<file path="src/rtl/branch_cond_unit.sv">
// -----------------------------------------------------------------------------
// branch_cond_unit
//
// Purpose:
//   Consumer end of the ALU flag interface of the 16-bit core. Holds the
//   architectural SZCV flag register, accepts branch requests from decode,
//   resolves them taken/not-taken against forwarded or stored flags, and
//   returns the next PC to fetch over a valid/ready handshake.
//
// Configuration:
//   BRANCH_STATS_EN  - when defined, adds saturating taken/not-taken counters
//                      (stat_taken, stat_not_taken) and a synchronous clear
//                      input (stat_clr).
//
// Parameters:
//   PC_W   width of PC, branch target and next-PC values
//   CNT_W  width of statistics counters (BRANCH_STATS_EN only)
//
// Ports:
//   clk, rst        clock, asynchronous active-high reset
//   flag_we         ALU writes szcv_in into the flag register this cycle
//   szcv_in[3:0]    ALU flags {S,Z,C,V}
//   flags_pending   a flag-writing ALU op is in flight
//   br_valid/ready  branch request handshake from decode
//   br_cond[2:0]    condition code
//   br_target       taken target PC
//   pc_plus1        fall-through PC
//   res_valid/ready resolution handshake towards fetch
//   res_taken       branch taken
//   res_pc          next PC
//   flags_out[3:0]  current flag register {S,Z,C,V}
//   stat_*          statistics (BRANCH_STATS_EN only)
// -----------------------------------------------------------------------------
module branch_cond_unit #(
    parameter int PC_W  = 16,
    parameter int CNT_W = 16
) (
    input  logic            clk,
    input  logic            rst,
    input  logic            flag_we,
    input  logic [3:0]      szcv_in,
    input  logic            flags_pending,
    input  logic            br_valid,
    output logic            br_ready,
    input  logic [2:0]      br_cond,
    input  logic [PC_W-1:0] br_target,
    input  logic [PC_W-1:0] pc_plus1,
    output logic            res_valid,
    input  logic            res_ready,
    output logic            res_taken,
    output logic [PC_W-1:0] res_pc,
    output logic [3:0]      flags_out
`ifdef BRANCH_STATS_EN
    ,
    input  logic             stat_clr,
    output logic [CNT_W-1:0] stat_taken,
    output logic [CNT_W-1:0] stat_not_taken
`endif
);

    typedef enum logic [1:0] {
        S_IDLE = 2'd0,
        S_WAIT = 2'd1,
        S_RESP = 2'd2
    } state_t;

    // Condition codes
    localparam logic [2:0] C_BE  = 3'b000;
    localparam logic [2:0] C_BLT = 3'b001;
    localparam logic [2:0] C_BLE = 3'b010;
    localparam logic [2:0] C_BNE = 3'b011;
    localparam logic [2:0] C_B   = 3'b100;
    localparam logic [2:0] C_BC  = 3'b101;
    localparam logic [2:0] C_BNC = 3'b110;

    state_t          r_state;
    logic [3:0]      r_flags;
    logic [2:0]      r_cond;
    logic [PC_W-1:0] r_target;
    logic [PC_W-1:0] r_pc_plus1;
    logic            r_res_taken;
    logic [PC_W-1:0] r_res_pc;

    state_t          w_next_state;
    logic            w_capture;     // park request while flags are in flight
    logic            w_load_res;    // evaluate and register a resolution
    logic [2:0]      w_eval_cond;
    logic [PC_W-1:0] w_eval_target;
    logic [PC_W-1:0] w_eval_pc;
    logic [3:0]      w_flags;
    logic            w_taken;
    logic            w_accept;

    // f = {S,Z,C,V}
    function automatic logic cond_met(input logic [2:0] cond, input logic [3:0] f);
        logic s, z, c, v;
        {s, z, c, v} = f;
        case (cond)
            C_BE:    cond_met = z;
            C_BLT:   cond_met = s ^ v;
            C_BLE:   cond_met = z | (s ^ v);
            C_BNE:   cond_met = ~z;
            C_B:     cond_met = 1'b1;
            C_BC:    cond_met = c;
            C_BNC:   cond_met = ~c;
            default: cond_met = 1'b0;   // reserved: never taken
        endcase
    endfunction

    // A flag write in the evaluation cycle is forwarded ahead of the register.
    assign w_flags = flag_we ? szcv_in : r_flags;

    // Next-state and control decode.
    always_comb begin
        // NOTE: every signal driven here gets a default first so no path leaves
        // it unassigned, which would otherwise infer a latch.
        w_next_state  = r_state;
        w_capture     = 1'b0;
        w_load_res    = 1'b0;
        w_eval_cond   = br_cond;
        w_eval_target = br_target;
        w_eval_pc     = pc_plus1;
        br_ready      = 1'b0;

        case (r_state)
            S_IDLE: begin
                br_ready = 1'b1;
            end
            S_WAIT: begin
                // Resolve from the parked request once flags land, or once the
                // pending op turns out not to write them after all.
                if (flag_we || !flags_pending) begin
                    w_eval_cond   = r_cond;
                    w_eval_target = r_target;
                    w_eval_pc     = r_pc_plus1;
                    w_load_res    = 1'b1;
                    w_next_state  = S_RESP;
                end
            end
            S_RESP: begin
                // A consumed response frees the slot in the same cycle.
                br_ready = res_ready;
                if (res_ready) begin
                    w_next_state = S_IDLE;
                end
            end
            default: begin
                w_next_state = S_IDLE;
            end
        endcase

        // A new request is handled identically from IDLE or from a completing
        // RESP, giving one resolution per cycle back-to-back.
        if (w_accept) begin
            if (flags_pending && !flag_we) begin
                w_capture    = 1'b1;
                w_next_state = S_WAIT;
            end else begin
                w_load_res   = 1'b1;
                w_next_state = S_RESP;
            end
        end
    end

    assign w_accept = br_valid && br_ready;
    assign w_taken  = cond_met(w_eval_cond, w_flags);

    // State register.
    // NOTE: sequential state uses non-blocking assignments so every register
    // samples pre-edge values regardless of block ordering.
    always_ff @(posedge clk or posedge rst) begin
        if (rst) begin
            r_state <= S_IDLE;
        end else begin
            r_state <= w_next_state;
        end
    end

    // Flag register: written whenever the ALU says so, in any state.
    always_ff @(posedge clk or posedge rst) begin
        if (rst) begin
            r_flags <= 4'b0000;
        end else if (flag_we) begin
            r_flags <= szcv_in;
        end
    end

    // Parked request and registered resolution.
    always_ff @(posedge clk or posedge rst) begin
        if (rst) begin
            r_cond      <= 3'b000;
            r_target    <= '0;
            r_pc_plus1  <= '0;
            r_res_taken <= 1'b0;
            r_res_pc    <= '0;
        end else begin
            if (w_capture) begin
                r_cond     <= br_cond;
                r_target   <= br_target;
                r_pc_plus1 <= pc_plus1;
            end
            if (w_load_res) begin
                r_res_taken <= w_taken;
                r_res_pc    <= w_taken ? w_eval_target : w_eval_pc;
            end
        end
    end

    // Decoded straight from the state register so reset drops it immediately.
    assign res_valid = (r_state == S_RESP);
    assign res_taken = r_res_taken;
    assign res_pc    = r_res_pc;
    assign flags_out = r_flags;

`ifdef BRANCH_STATS_EN
    logic [CNT_W-1:0] r_stat_taken;
    logic [CNT_W-1:0] r_stat_not_taken;
    logic             w_res_hs;

    assign w_res_hs = res_valid && res_ready;

    // Saturating counters; clear wins over a same-cycle increment.
    always_ff @(posedge clk or posedge rst) begin
        if (rst) begin
            r_stat_taken     <= '0;
            r_stat_not_taken <= '0;
        end else if (stat_clr) begin
            r_stat_taken     <= '0;
            r_stat_not_taken <= '0;
        end else if (w_res_hs) begin
            if (r_res_taken) begin
                if (r_stat_taken != {CNT_W{1'b1}}) begin
                    r_stat_taken <= r_stat_taken + 1'b1;
                end
            end else begin
                if (r_stat_not_taken != {CNT_W{1'b1}}) begin
                    r_stat_not_taken <= r_stat_not_taken + 1'b1;
                end
            end
        end
    end

    assign stat_taken     = r_stat_taken;
    assign stat_not_taken = r_stat_not_taken;
`endif

endmodule

</file>
<file path="config.mk">
export PLATFORM = sky130hd
export DESIGN_NAME = branch_cond_unit
export DESIGN_NICKNAME = d
export VERILOG_FILES = /design/src/rtl/branch_cond_unit.sv
export SDC_FILE = /design/constraint.sdc
export NUM_CORES = 1
export LEC_CHECK = 0
export CAP_MARGIN = 10
export CORE_ASPECT_RATIO = 1.75
export CORE_UTILIZATION = 45
export CTS_BUF_LIST = sky130_fd_sc_hd__clkbuf_16
export DETAILED_ROUTE_END_ITERATION = 16
export HOLD_SLACK_MARGIN = 0.02
export PLACE_DENSITY = 0.75
export SYNTH_ARGS = -nofsm -noshare
export SYNTH_HDL_FRONTEND = slang
export SYNTH_SLANG_ARGS = --single-unit
</file>
<file path="constraint.sdc">
create_clock -name clk -period 4.35 [get_ports clk]
set_input_delay 0.87 -clock clk [delete_from_list [all_inputs] [get_ports clk]]
set_output_delay 0.87 -clock clk [all_outputs]
set_load 0.005 [all_outputs]
</file>
Word level (Yosys, flattened, before mapping)
Cells that the tools add are included.

operators by class
  bitwise logic cells = 4
  muxes and demuxes = 21
  eq/ne operators = 11
  reduce and logical (&&, ||, !) cells = 8

operators by type and width
  kind                                                    count
  2-to-1 mux 16 bit                                       5
  == test 3 bit (second input constant)                   3
  2-to-1 mux 2 bit                                        4
  one-hot mux 1 bit (7 select lines)                      1
  == test 3 x 2 -> 1 bit (second input constant)          2
  2-to-1 mux 1 bit                                        6
  2-to-1 mux 3 bit                                        2
  one-hot mux 2 bit (3 select lines)                      1
  2-to-1 mux 4 bit                                        1
  == test 3 x 1 -> 1 bit (second input constant)          1
  logical NOT 3 bit                                       1
  inequality test 3 x 1 -> 1 bit (second input constant)  1
  inequality test 3 bit (second input constant)           1
  AND reduction 3 bit                                     1
  == test 2 x 1 -> 1 bit (second input constant)          1
  == test 2 bit (second input constant)                   1
  logical AND 1 bit                                       2
  logical NOT 1 bit                                       2
  logical NOT 2 bit                                       1
  inequality test 2 bit (second input constant)           1
  inverter 1 bit                                          2
  one-hot mux 1 bit (2 select lines)                      1
  logical OR 1 bit                                        1
  bitwise OR 1 bit                                        1
  XOR 1 bit                                               1

storage, ports and cells
  word-level logic and storage cells = 51
  register bits after elaboration = 58
  input bits = 45

Longest topological paths before layout
  depth in word-level cells = 7
  mapped depth = 9
  gate-level depth less buffers = 6

Least setup slack after synthesis
Ideal clock, no wire load.

  path type = input to register
  start = input flag_we
  end = register r_res_pc[0] (netlist: res_pc[0])
  cell stages on the path = 9
  data arrival time = 2.277 ns
  buffers on the path = 3
  data required time = 4.208 ns
  path slack = 1.931 ns
  cell sequence = buf_4 nand2b_4 nand2_4 a311o_1 a2bb2oi_1 buf_6 buf_6 mux2i_1 o221ai_1

on the way
  word-level cells in the longest chain between the ends = 6
  elaborated cells between the ends (all ways) = 27
  those cells by class = 6 x eq/ne; 13 x mux; 4 x bitwise; 4 x reduce/logical

RTL lines
  what                                   RTL line  RTL
  from (decl)                            40        input logic flag_we,
  logical OR 1 bit                       132       if (flag_we || !flags_pending) begin
  2-to-1 mux 3 bit                       132
  2-to-1 mux 3 bit                       125       case (r_state)
  == test 3 bit (tied with other cells)  98        case (cond)
  one-hot mux 1 bit (7 select lines)     98
  2-to-1 mux 16 bit                      204       r_res_pc <= w_taken ? w_eval_target : w_eval_pc;
  to (signal assigned)                   204
  to (decl)                              82        logic [PC_W-1:0] r_res_pc;

Parallel ways exist; a longest one is shown, timed or not.
A chain may end at the register's enable or synchronous reset.

Worst setup path in the final report
  start = input flag_we
  end = register r_res_pc[14] (netlist: res_pc[14])

Same word-level chain as after synthesis.

==> flow_summary.toml <==
[sta]
slew-limit-headroom_pct = 41.6
period_share_pct = 75.0
hold_viol = 0
setup_violations = 0
rsz0062_at_grt = "false"
drv_slew = 0
fmax_ghz = 0.306
finClkSkew_ns = 0.00583
setup_slack_ns = 1.09
fin_crit_ns = 3.26
worst_pin_slew_ns = 0.857
timing.setup.tns_ns = 0

[cells_and_area]
final_nets = 363
fin_cells = 406
area_growth_pct = 30.2
stdcell_area_sq_um = 4130
diodes = 0
drive_gt1_share_pct = 28.3

[cts]
hold_buffers = 0
htreeDepth = 3
root_buffer = "clkbuf_16"
clk_pin_slew_ns = 0.05
cts_resized = 0
cts_tree = "built"
clock_latency_ns = 0.32
postCtsSetupBuffers = 0
clockBufferDepth = 2
clock_sinks = 58
cts-buffers-inserted = 9

[synthesis]
synth_most_common_cell = "mux2_2"
netlist_area_sq_um = 3170
ys_seq_area_share_pct = 45.7
ys_top_cells_by_area = "dfrtp_1 (46%), mux2_2 (24%), mux2i_1 (12%)"
synth_cell_types = 32
async_flop_share_pct = 100
yosysTopAreaCell = "dfrtp_1"
synthTopCellsByCount = "mux2_2 (69), dfrtp_1 (58), mux2i_1 (37)"
syn-num-nets = 298
ys.flop_type = "dfrtp_1"
ys_ff_latch = 58
synth_cells = 253
synth_top_area_share_pct = 45.7
yosys_warnings = 0
avgSynthCellArea_sq_um = 12.5
synth_edf_count = 0

[floorplan]
num_rows = 40
die_w_um = 65.5
die_height_um = 113
core_sq_um = 6860
dieArea_sq_um = 7410
io_pins = 68
start_util_pct = 46.3

[worst_setup_path]
r2r_slack_ns = 1.82
required_ns = 4.51
startpoint_type = "primary input"
rr_worst_depth = 5
crit_family = "multiplexers"
startpoint = "flag_we"
critPathKind = "in2reg"
arrival_ns = 3.43
critPathBufInv = 1
regToRegEndpoint = "res_pc[14]"
crit_slowest_cell = "mux2i_4"
crit_chain = "clkdlybuf4s50_1 > nand2b_4 > nand2_4 > mux2i_4 > mux2i_1 > o221ai_1"
r2r-start = "r_state[0]"
cpPeakStageDelay_ns = 0.83
path_max_fanout = 36
cp-end-kind = "register"

[power]
p_leak_nw = 1.80
vdd_ir_drop_max_mv = 0.244
powerDensity_nw_per_um2 = 440
power_mw = 1.82

[worst_hold_path]
holdPathEnd = "r_target[4]"
whs_path_depth = 1
worstHoldStart = "r_target[4]"
hp-class = "reg2reg"

[global_routing]
grt_remaining_overflow = 0
grt_pass1_vias = 2461
grt_start_max_net_pins = 42
track_usage_pct = 20.8
grt_pass1_wl_um = 11500
antenna_found_initial = 0

[status]
status = "finished clean"

[detailed_routing]
routed_via_density = 5.68
drtIter0Drc = 112
vias = 2307
post_drt_wl_per_cell_um = 17.2
postRouteAntennaNets = 0
first_pass_iters = 4
drc_errors = 0
wl_um = 7000

[job]
maxCapViolations = 0

[placement]
placed_cells = 391
finalWeightedCongestion = 0.740
dpl_cell_area_sq_um = 3880
pre_cts_ws_ns = 0.754
port_buffers = 67
detailed_place_hpwl_um = 4630
## flip-flops by register name, indices dropped and copies added (netlist names)
signal,cells
r_cond,3
res_pc,16
flags_out,4
r_target,16
res_taken,1
r_pc_plus1,16
r_state,2
## layer usage
metal	GRT usage [%]	share of wire, %
met1	23.3	39
met2	36.0	53
met3	3.73	4.2
met4	12.2	3.1
met5	0	0
## area by class of cell
cell class	count	area (sq um)
Sequential cell	58	1450
Fill cell	584	2720
Clock inverter	6	25.0
Inverter	5	18.8
Clock buffer	9	225
Timing Repair Buffer	70	693
Tap cell	84	105
Multi-Input combinational cell	174	1620
## where the power goes
group	switching (mW)	leakage (nW)	internal, mW
Clock	0.224	0.125	0.370
Sequential	0.0794	0.699	0.677
Combinational	0.182	0.977	0.288
## cell usage in the layout (no fill, tap or decap), drive strengths merged
| cell type | count |
|---|---|
| a311o | 1 |
| mux2i | 39 |
| and3 | 1 |
| nor2 | 3 |
| a2bb2oi | 1 |
| mux2 | 69 |
| nor3 | 1 |
| nand2 | 21 |
| or2 | 1 |
| buf | 3 |
| dfrtp | 58 |
| clkinv | 6 |
| o311a | 1 |
| nor2b | 2 |
| a21oi | 3 |
| nand2b | 3 |
| clkbuf | 9 |
| o221ai | 16 |
| clkdlybuf4s50 | 67 |
| and2b | 1 |
| xnor2 | 2 |
| a32oi | 1 |
| and2 | 1 |
| inv | 5 |
| o21ai | 4 |
| a21o | 1 |
| nand3 | 2 |
## through the flow
| stage | hold slack, ns | utilization [%] |
|---|---|---|
| after CTS | 0.502 | 60.3 |
| after detailed placement | 0.476 | 56.6 |
| after floorplan | 0.477 | - |
| final | 0.497 | 60.3 |
| after global placement | 0.481 | 56.6 |
| after global routing | 0.519 | 60.3 |
## cell families after synthesis
| family | synth area share, % |
|---|---|
| mux | 37.6 |
| flops | 45.7 |
| simple gates | 5.64 |
| compound gates | 6.94 |
| buf+inv | 3.59 |
| xor+xnor | 0.552 |
## worst max path at each step
stage            endpoint  slack [ns]  cells past startpoint
3_5_place_dp   res_pc[14]        0.75                      6
2_1_floorplan   res_pc[0]        1.93                      9
4_1_cts        res_pc[14]        1.08                      6
5_1_grt        res_pc[14]        0.91                      6
6_report       res_pc[14]        1.09                      6
3_3_place_gp   res_pc[13]        0.85                      6
Note: power is estimated with default switching activity, not from simulation.
